<file path="src/rtl/bp_me_pkg.sv">
// bp_me_pkg: shared types and helpers for the memory-engine command arbiter.
//   bp_me_arb_state_e        : arbiter FSM state (idle / holding a command)
//   bp_cce_mem_msg_width_lp  : default width of one bp_cce_mem_msg_s (header + data)
//   bp_me_safe_clog2         : clog2 that never returns 0, for sizing index fields
package bp_me_pkg;

  typedef enum logic {
    e_arb_idle = 1'b0,
    e_arb_send = 1'b1
  } bp_me_arb_state_e;

  localparam int bp_cce_mem_msg_width_lp = 128;

  // Index fields need at least one bit, even when there is one entry.
  function automatic int bp_me_safe_clog2(input int n);
    return (n <= 1) ? 1 : $clog2(n);
  endfunction

endpackage

</file>
<file path="src/rtl/bp_me_arb_tag_fifo.sv">
// bp_me_arb_tag_fifo: records which requester owns each in-flight memory command,
// so responses (which come back in command order) can be routed to their owner.
//   clk_i, reset_i : clock, synchronous active-high reset (empties the FIFO)
//   data_i, v_i    : push tag / push strobe (ignored when full)
//   data_o         : tag at the head
//   yumi_i         : pop strobe (ignored when empty)
//   full_o, empty_o: occupancy flags
module bp_me_arb_tag_fifo
  import bp_me_pkg::*;
#(
  parameter int depth_p = 4,
  parameter int width_p = 1
) (
  input  logic               clk_i,
  input  logic               reset_i,
  input  logic [width_p-1:0] data_i,
  input  logic               v_i,
  output logic [width_p-1:0] data_o,
  input  logic               yumi_i,
  output logic               full_o,
  output logic               empty_o
);

  localparam int ptr_w = bp_me_safe_clog2(depth_p);
  localparam int cnt_w = bp_me_safe_clog2(depth_p + 1);

  logic [width_p-1:0] mem_r [depth_p];
  logic [ptr_w-1:0]   wr_ptr_r, rd_ptr_r;
  logic [cnt_w-1:0]   count_r;
  logic               push, pop;

  assign full_o  = (count_r == cnt_w'(depth_p));
  assign empty_o = (count_r == '0);
  assign push    = v_i & ~full_o;
  assign pop     = yumi_i & ~empty_o;
  assign data_o  = mem_r[rd_ptr_r];

  function automatic logic [ptr_w-1:0] ptr_inc(input logic [ptr_w-1:0] p);
    return (p == ptr_w'(depth_p - 1)) ? '0 : p + 1'b1;
  endfunction

  always_ff @(posedge clk_i) begin
    if (reset_i) begin
      wr_ptr_r <= '0;
      rd_ptr_r <= '0;
      count_r  <= '0;
    end else begin
      if (push) wr_ptr_r <= ptr_inc(wr_ptr_r);
      if (pop)  rd_ptr_r <= ptr_inc(rd_ptr_r);
      // push and pop together leave the count unchanged
      case ({push, pop})
        2'b10:   count_r <= count_r + 1'b1;
        2'b01:   count_r <= count_r - 1'b1;
        default: count_r <= count_r;
      endcase
    end
  end

  // Storage needs no reset: entries are only read once the count covers them.
  always_ff @(posedge clk_i) begin
    if (push) mem_r[wr_ptr_r] <= data_i;
  end

endmodule

</file>
<file path="src/rtl/bp_me_mem_cmd_arbiter.sv">
// bp_me_mem_cmd_arbiter: round-robin arbitration of num_req_p CCE memory command
// streams onto one memory port, with in-order response routing back to the owner.
//   clk_i, reset_i            : clock, synchronous active-high reset
//   mem_cmd_i/_v_i/_yumi_o    : per-requester commands (valid->yumi), slice i at [i*msg_width_p +: msg_width_p]
//   mem_cmd_o/_v_o/_ready_i   : arbitrated command to memory (ready&valid), registered
//   mem_resp_i/_v_i/_yumi_o   : response from memory
//   mem_resp_o/_v_o/_yumi_i   : response broadcast, one-hot valid to the owning requester
//   err_o                     : sticky, set by a response with nothing in flight
// Optional: define BP_ME_MEM_ARB_TRACE_EN to log grant/response events.
module bp_me_mem_cmd_arbiter
  import bp_me_pkg::*;
#(
  parameter int num_req_p         = 2,
  parameter int msg_width_p       = bp_cce_mem_msg_width_lp,
  parameter int max_outstanding_p = 4
) (
  input  logic                             clk_i,
  input  logic                             reset_i,

  input  logic [num_req_p*msg_width_p-1:0] mem_cmd_i,
  input  logic [num_req_p-1:0]             mem_cmd_v_i,
  output logic [num_req_p-1:0]             mem_cmd_yumi_o,

  output logic [msg_width_p-1:0]           mem_cmd_o,
  output logic                             mem_cmd_v_o,
  input  logic                             mem_cmd_ready_i,

  input  logic [msg_width_p-1:0]           mem_resp_i,
  input  logic                             mem_resp_v_i,
  output logic                             mem_resp_yumi_o,

  output logic [msg_width_p-1:0]           mem_resp_o,
  output logic [num_req_p-1:0]             mem_resp_v_o,
  input  logic [num_req_p-1:0]             mem_resp_yumi_i,

  output logic                             err_o
);

  localparam int tag_w = bp_me_safe_clog2(num_req_p);

  bp_me_arb_state_e       state_r, state_n;
  logic [tag_w-1:0]       rr_ptr_r, rr_ptr_n;
  logic [msg_width_p-1:0] cmd_r;
  logic                   err_r;

  logic [tag_w-1:0]       winner;
  logic                   found;
  int                     idx;
  logic                   grant;
  logic                   send_free;

  logic [tag_w-1:0]       head_tag;
  logic                   fifo_full, fifo_empty;
  logic                   resp_ok, pop;

  // First valid requester at or after rr_ptr, wrapping.
  always_comb begin
    winner = '0;
    found  = 1'b0;
    idx    = 0;
    for (int k = 0; k < num_req_p; k++) begin
      idx = int'(rr_ptr_r) + k;
      if (idx >= num_req_p) idx = idx - num_req_p;
      if (!found && mem_cmd_v_i[idx]) begin
        found  = 1'b1;
        winner = tag_w'(idx);
      end
    end
  end

  // The output register is free when empty or being drained this cycle. A pop
  // in the same cycle does not relieve a full FIFO: full is the registered count.
  assign send_free = (state_r == e_arb_idle) | mem_cmd_ready_i;
  assign grant     = ~reset_i & send_free & found & ~fifo_full;

  assign mem_cmd_yumi_o = grant ? (num_req_p'(1) << winner) : '0;
  assign rr_ptr_n       = (winner == tag_w'(num_req_p - 1)) ? '0 : winner + 1'b1;

  always_comb begin
    state_n = state_r;
    if (grant)
      state_n = e_arb_send;
    else if (state_r == e_arb_send && mem_cmd_ready_i)
      state_n = e_arb_idle;
  end

  always_ff @(posedge clk_i) begin
    if (reset_i) begin
      state_r  <= e_arb_idle;
      rr_ptr_r <= '0;
      cmd_r    <= '0;
      err_r    <= 1'b0;
    end else begin
      state_r <= state_n;
      if (grant) begin
        cmd_r    <= mem_cmd_i[int'(winner)*msg_width_p +: msg_width_p];
        rr_ptr_r <= rr_ptr_n;
      end
      if (mem_resp_v_i && fifo_empty) err_r <= 1'b1;
    end
  end

  assign mem_cmd_o   = cmd_r;
  assign mem_cmd_v_o = (state_r == e_arb_send) & ~reset_i;
  assign err_o       = err_r;

  // Responses return in command order, so the FIFO head names the owner.
  assign resp_ok         = mem_resp_v_i & ~fifo_empty & ~reset_i;
  assign mem_resp_o      = mem_resp_i;
  assign mem_resp_v_o    = resp_ok ? (num_req_p'(1) << head_tag) : '0;
  assign mem_resp_yumi_o = resp_ok & mem_resp_yumi_i[head_tag];
  assign pop             = mem_resp_yumi_o;

  bp_me_arb_tag_fifo #(
    .depth_p (max_outstanding_p),
    .width_p (tag_w)
  ) u_tag_fifo (
    .clk_i   (clk_i),
    .reset_i (reset_i),
    .data_i  (winner),
    .v_i     (grant),
    .data_o  (head_tag),
    .yumi_i  (pop),
    .full_o  (fifo_full),
    .empty_o (fifo_empty)
  );

`ifdef BP_ME_MEM_ARB_TRACE_EN
  bit trace_on = 1'b0;

  always @(negedge reset_i) begin
    trace_on = 1'b1;
  end

  always @(negedge clk_i) begin
    if (trace_on && !reset_i) begin
      if (grant) $display("[%0t] GRANT req[%0d]", $time, winner);
      if (pop)   $display("[%0t] RESP req[%0d]", $time, head_tag);
    end
  end
`endif

endmodule
</file>
<file path="config.mk">
export PLATFORM = sky130hd
export DESIGN_NAME = bp_me_mem_cmd_arbiter
export DESIGN_NICKNAME = d
export VERILOG_FILES = /design/src/rtl/bp_me_pkg.sv /design/src/rtl/bp_me_arb_tag_fifo.sv /design/src/rtl/bp_me_mem_cmd_arbiter.sv
export SDC_FILE = /design/constraint.sdc
export NUM_CORES = 1
export LEC_CHECK = 0
export BUFFER_PORTS_ARGS = -buffer_cell sky130_fd_sc_hd__buf_4
export CAP_MARGIN = 30
export CORE_AREA = 2 2 256 258
export DETAILED_ROUTE_END_ITERATION = 6
export DIE_AREA = 0 0 258 260
export GPL_TIMING_DRIVEN = 0
export MAX_ROUTING_LAYER = met4
export PLACE_DENSITY = 0.44
export SETUP_SLACK_MARGIN = 0.1
export SLEW_MARGIN = 40
export SYNTH_ARGS = -nofsm -noshare
export SYNTH_HDL_FRONTEND = slang
export SYNTH_HIERARCHICAL = 1
export SYNTH_SLANG_ARGS = --single-unit
</file>
<file path="constraint.sdc">
create_clock -name clk_i -period 6 [get_ports clk_i]
set_input_delay 1.5 -clock clk_i [delete_from_list [all_inputs] [get_ports clk_i]]
set_output_delay 1.5 -clock clk_i [all_outputs]
set_load 0.01 [all_outputs]
</file>
==> impl_metrics.py <==
metrics = {
    "status": {
        "outcome": "completed",
    },
    "worst_setup_path": {
        "critPathLaunchType": "input pin",
        "path_class": "in -> out",
        "required_ns": 4.50,
        "crit_arrival_ns": 3.14,
        "crit_path_end_kind": "output pin",
        "worstPathMaxFanout": 10,
    },
    "clock_network": {
        "clk_latency_ns": 0.48,
        "cts_resized": 0,
        "cts.reportedPaths.clkPinSlew_ns": 0.07,
        "tritoncts.num_buffers": 17,
        "cts_tree": "built",
        "htreeDepth": 4,
        "cts.sinks": 144,
        "cts-root-buf": "clkbuf_16",
        "postCtsSetupBuffers": 0,
        "clock_path_buffers": 2,
        "cts_hold_buf": 0,
    },
    "sta": {
        "finalCritPeriodShare": 0.774,
        "clock.fmax_mhz": 215,
        "slew-limit-headroom": 0.460,
        "setup_viol": 0,
        "skew_ns": 0.00921,
        "tns_ns": 0,
        "slew_viol_final": 0,
        "rsz0062_at_grt": "no",
        "fin_crit_ns": 4.64,
        "tightest_slew_ns": 0.811,
        "hold_viol": 0,
    },
    "die": {
        "io_pins": 655,
        "dieArea_mm2": 0.0671,
        "die_w_um": 258,
        "die_h_um": 260,
        "num_rows": 93,
        "core_mm2": 0.0641,
        "start_util": 0.144,
    },
    "synthesis": {
        "yosys.cell_types.count": 40,
        "ys_ff_latch": 144,
        "synth_warnings": 6,
        "synthCells": 992,
        "syn-cell-area_mm2": 0.00923,
        "ys_seq_area_frac": 0.317,
        "synth_nets": 1391,
        "synth_area_per_cell_um2": 9.30,
    },
    "final_layout": {
        "mostFrequentLayoutCell": "buf_4",
        "layout_common_cells": "buf_4 (655), dfxtp_1 (140), a31oi_1 (129)",
        "syn2layout_area_growth_pct": 60.5,
        "num-fill-cells": 7134,
        "drive_gt1_frac": 0.567,
        "final_nets": 1935,
        "post-route-util": 0.231,
    },
    "flow_run": {
        "max-cap-violations": 0,
    },
    "worst_hold_path": {
        "hp-class": "reg -> reg",
    },
    "place": {
        "globalplace.congestion": 0.840,
        "hpwl_mm": 42.1,
        "port_buffers": 525,
    },
    "drt": {
        "via_count": 10795,
        "ant_nets": 0,
        "drc_errors": 0,
        "via_per_inst": 4.48,
        "wl_per_cell_um": 22.4,
        "drt-total-wl_mm": 53.9,
        "drtIter0Drc": 683,
        "firstDrtPassIters": 5,
    },
    "global_routing": {
        "grt_start_max_net_pins": 17,
        "grt_usage": 0.158,
        "antenna_found_initial": 8,
        "grt-ovfl-total": 0,
        "grt_pass1_vias": 10989,
        "grt_pass1_wl_mm": 74.9,
    },
    "power_and_ir_drop": {
        "power_leakage_nw": 5.87,
        "worst_ir_drop_vdd_mv": 0.141,
        "p_per_area_mw_per_mm2": 217,
    },
}
-- report_power, final --
part / switching [mW] / total (mW) / internal [mW]
combinational: 0.539 / 1.02 / 0.485
sequential: 0.0539 / 1.10 / 1.04
clock: 0.528 / 1.10 / 0.573
total: 1.12 / 3.22 / 2.10
-- final timing paths --
path	slack (ns)	from	end	cells after the start
setup / recovery	1.36	mem_cmd_v_i[1]	mem_cmd_yumi_o[0]	7
hold / removal	0.48	err_o	err_o	2
setup reg to reg	2.99	u_tag_fifo/count_r[2]	u_tag_fifo/count_r[2]	14
hold reg to reg	0.48	err_o	err_o	2
-- metrics by stage --
stage	setup slack (ns)	power, mW	hold WS, ns	std cells	cell area (um2)
2_1_floorplan	1.98	1.62	0.468	992	9230
3_3_place_gp	1.35	2.14	0.459	2372	14200
3_5_place_dp	1.30	2.15	0.473	2372	14200
4_1_cts	1.30	3.28	0.492	2404	14800
5_1_grt	1.23	3.37	0.517	2409	14800
6_report	1.36	3.22	0.479	2409	14800
-- state kept, by name, indices dropped and copies added, names as in the netlist, named ones only --
name                 flops
rr_ptr_r                 1
state_r                  1
err_o                    1
u_tag_fifo/wr_ptr_r      2
u_tag_fifo/rd_ptr_r      2
mem_cmd_o              128
u_tag_fifo/mem_r         4
u_tag_fifo/count_r       3
-- synth_stat cells --
| library cell | count | area share |
|---|---|---|
| dfxtp_1 | 140 | 0.30 |
| buf_4 | 130 | 0.11 |
| a31oi_1 | 129 | 0.087 |
| o211ai_1 | 128 | 0.10 |
| o21ai_0 | 128 | 0.069 |
| a311oi_2 | 100 | 0.16 |
| buf_2 | 66 | 0.036 |
| clkbuf_1 | 61 | 0.025 |
| a311oi_1 | 28 | 0.027 |
| buf_6 | 12 | 0.015 |
| nor2_1 | 8 | 0.0033 |
| inv_1 | 7 | 0.0028 |
| ha_1 | 6 | 0.0081 |
| inv_2 | 5 | 0.0020 |
| a21oi_1 | 4 | 0.0022 |
| and2_1 | 4 | 0.0027 |
| edfxtp_1 | 4 | 0.013 |
| buf_1 | 3 | 0.0012 |
| nand2b_1 | 3 | 0.0020 |
| nor3_1 | 3 | 0.0016 |
| mux2i_1 | 2 | 0.0022 |
| or3_1 | 2 | 0.0014 |
| xor2_1 | 2 | 0.0019 |
| a211oi_1 | 1 | 0.00081 |
| a21oi_2 | 1 | 0.00095 |
| a22o_1 | 1 | 0.00095 |
| and2b_1 | 1 | 0.00081 |
| fa_1 | 1 | 0.0022 |
| mux2_4 | 1 | 0.0016 |
| mux4_2 | 1 | 0.0024 |
| nand2_1 | 1 | 0.00041 |
| nand3_2 | 1 | 0.0011 |
| nor2b_1 | 1 | 0.00068 |
| nor2b_4 | 1 | 0.0015 |
| nor3b_4 | 1 | 0.0020 |
| nor4b_1 | 1 | 0.00095 |
| nor4bb_1 | 1 | 0.0011 |
| o21ai_1 | 1 | 0.00054 |
| o21ba_1 | 1 | 0.0011 |
| o31ai_2 | 1 | 0.0014 |
-- worst max-delay path: stages --
cell	delay, ns
buf_4	0.13
inv_2	0.15
buf_2	0.49
clkbuf_1	0.39
nor2_1	0.20
nor2_1	0.13
buf_4	0.14
-- final cells by class --
type	instances	area (um2)	share of cell area
Timing Repair Buffer	525	3940	0.266
Antenna cell	5	12.5	0.000845
Sequential cell	144	2920	0.197
Buffer	272	1690	0.114
Inverter	12	45.0	0.00304
Clock buffer	17	425	0.0287
Tap cell	855	1070	0.0722
Multi-Input combinational cell	564	4580	0.309
Clock inverter	15	133	0.00895
-- per-layer routing --
metal | part of all wire | track usage
met3 | 0.078 | 0.0464
met5 | 0 | -
met4 | 0.026 | 0.0531
met1 | 0.40 | 0.180
met2 | 0.50 | 0.263
-- logic make-up after synthesis --
group	share of synthesized area
compound gates	0.458
flops	0.317
buf+inv	0.187
xor+xnor	0.00190
fa+ha+maj	0.0103
simple gates	0.0195
mux	0.00624
Note: power is estimated with default switching activity, not from simulation.
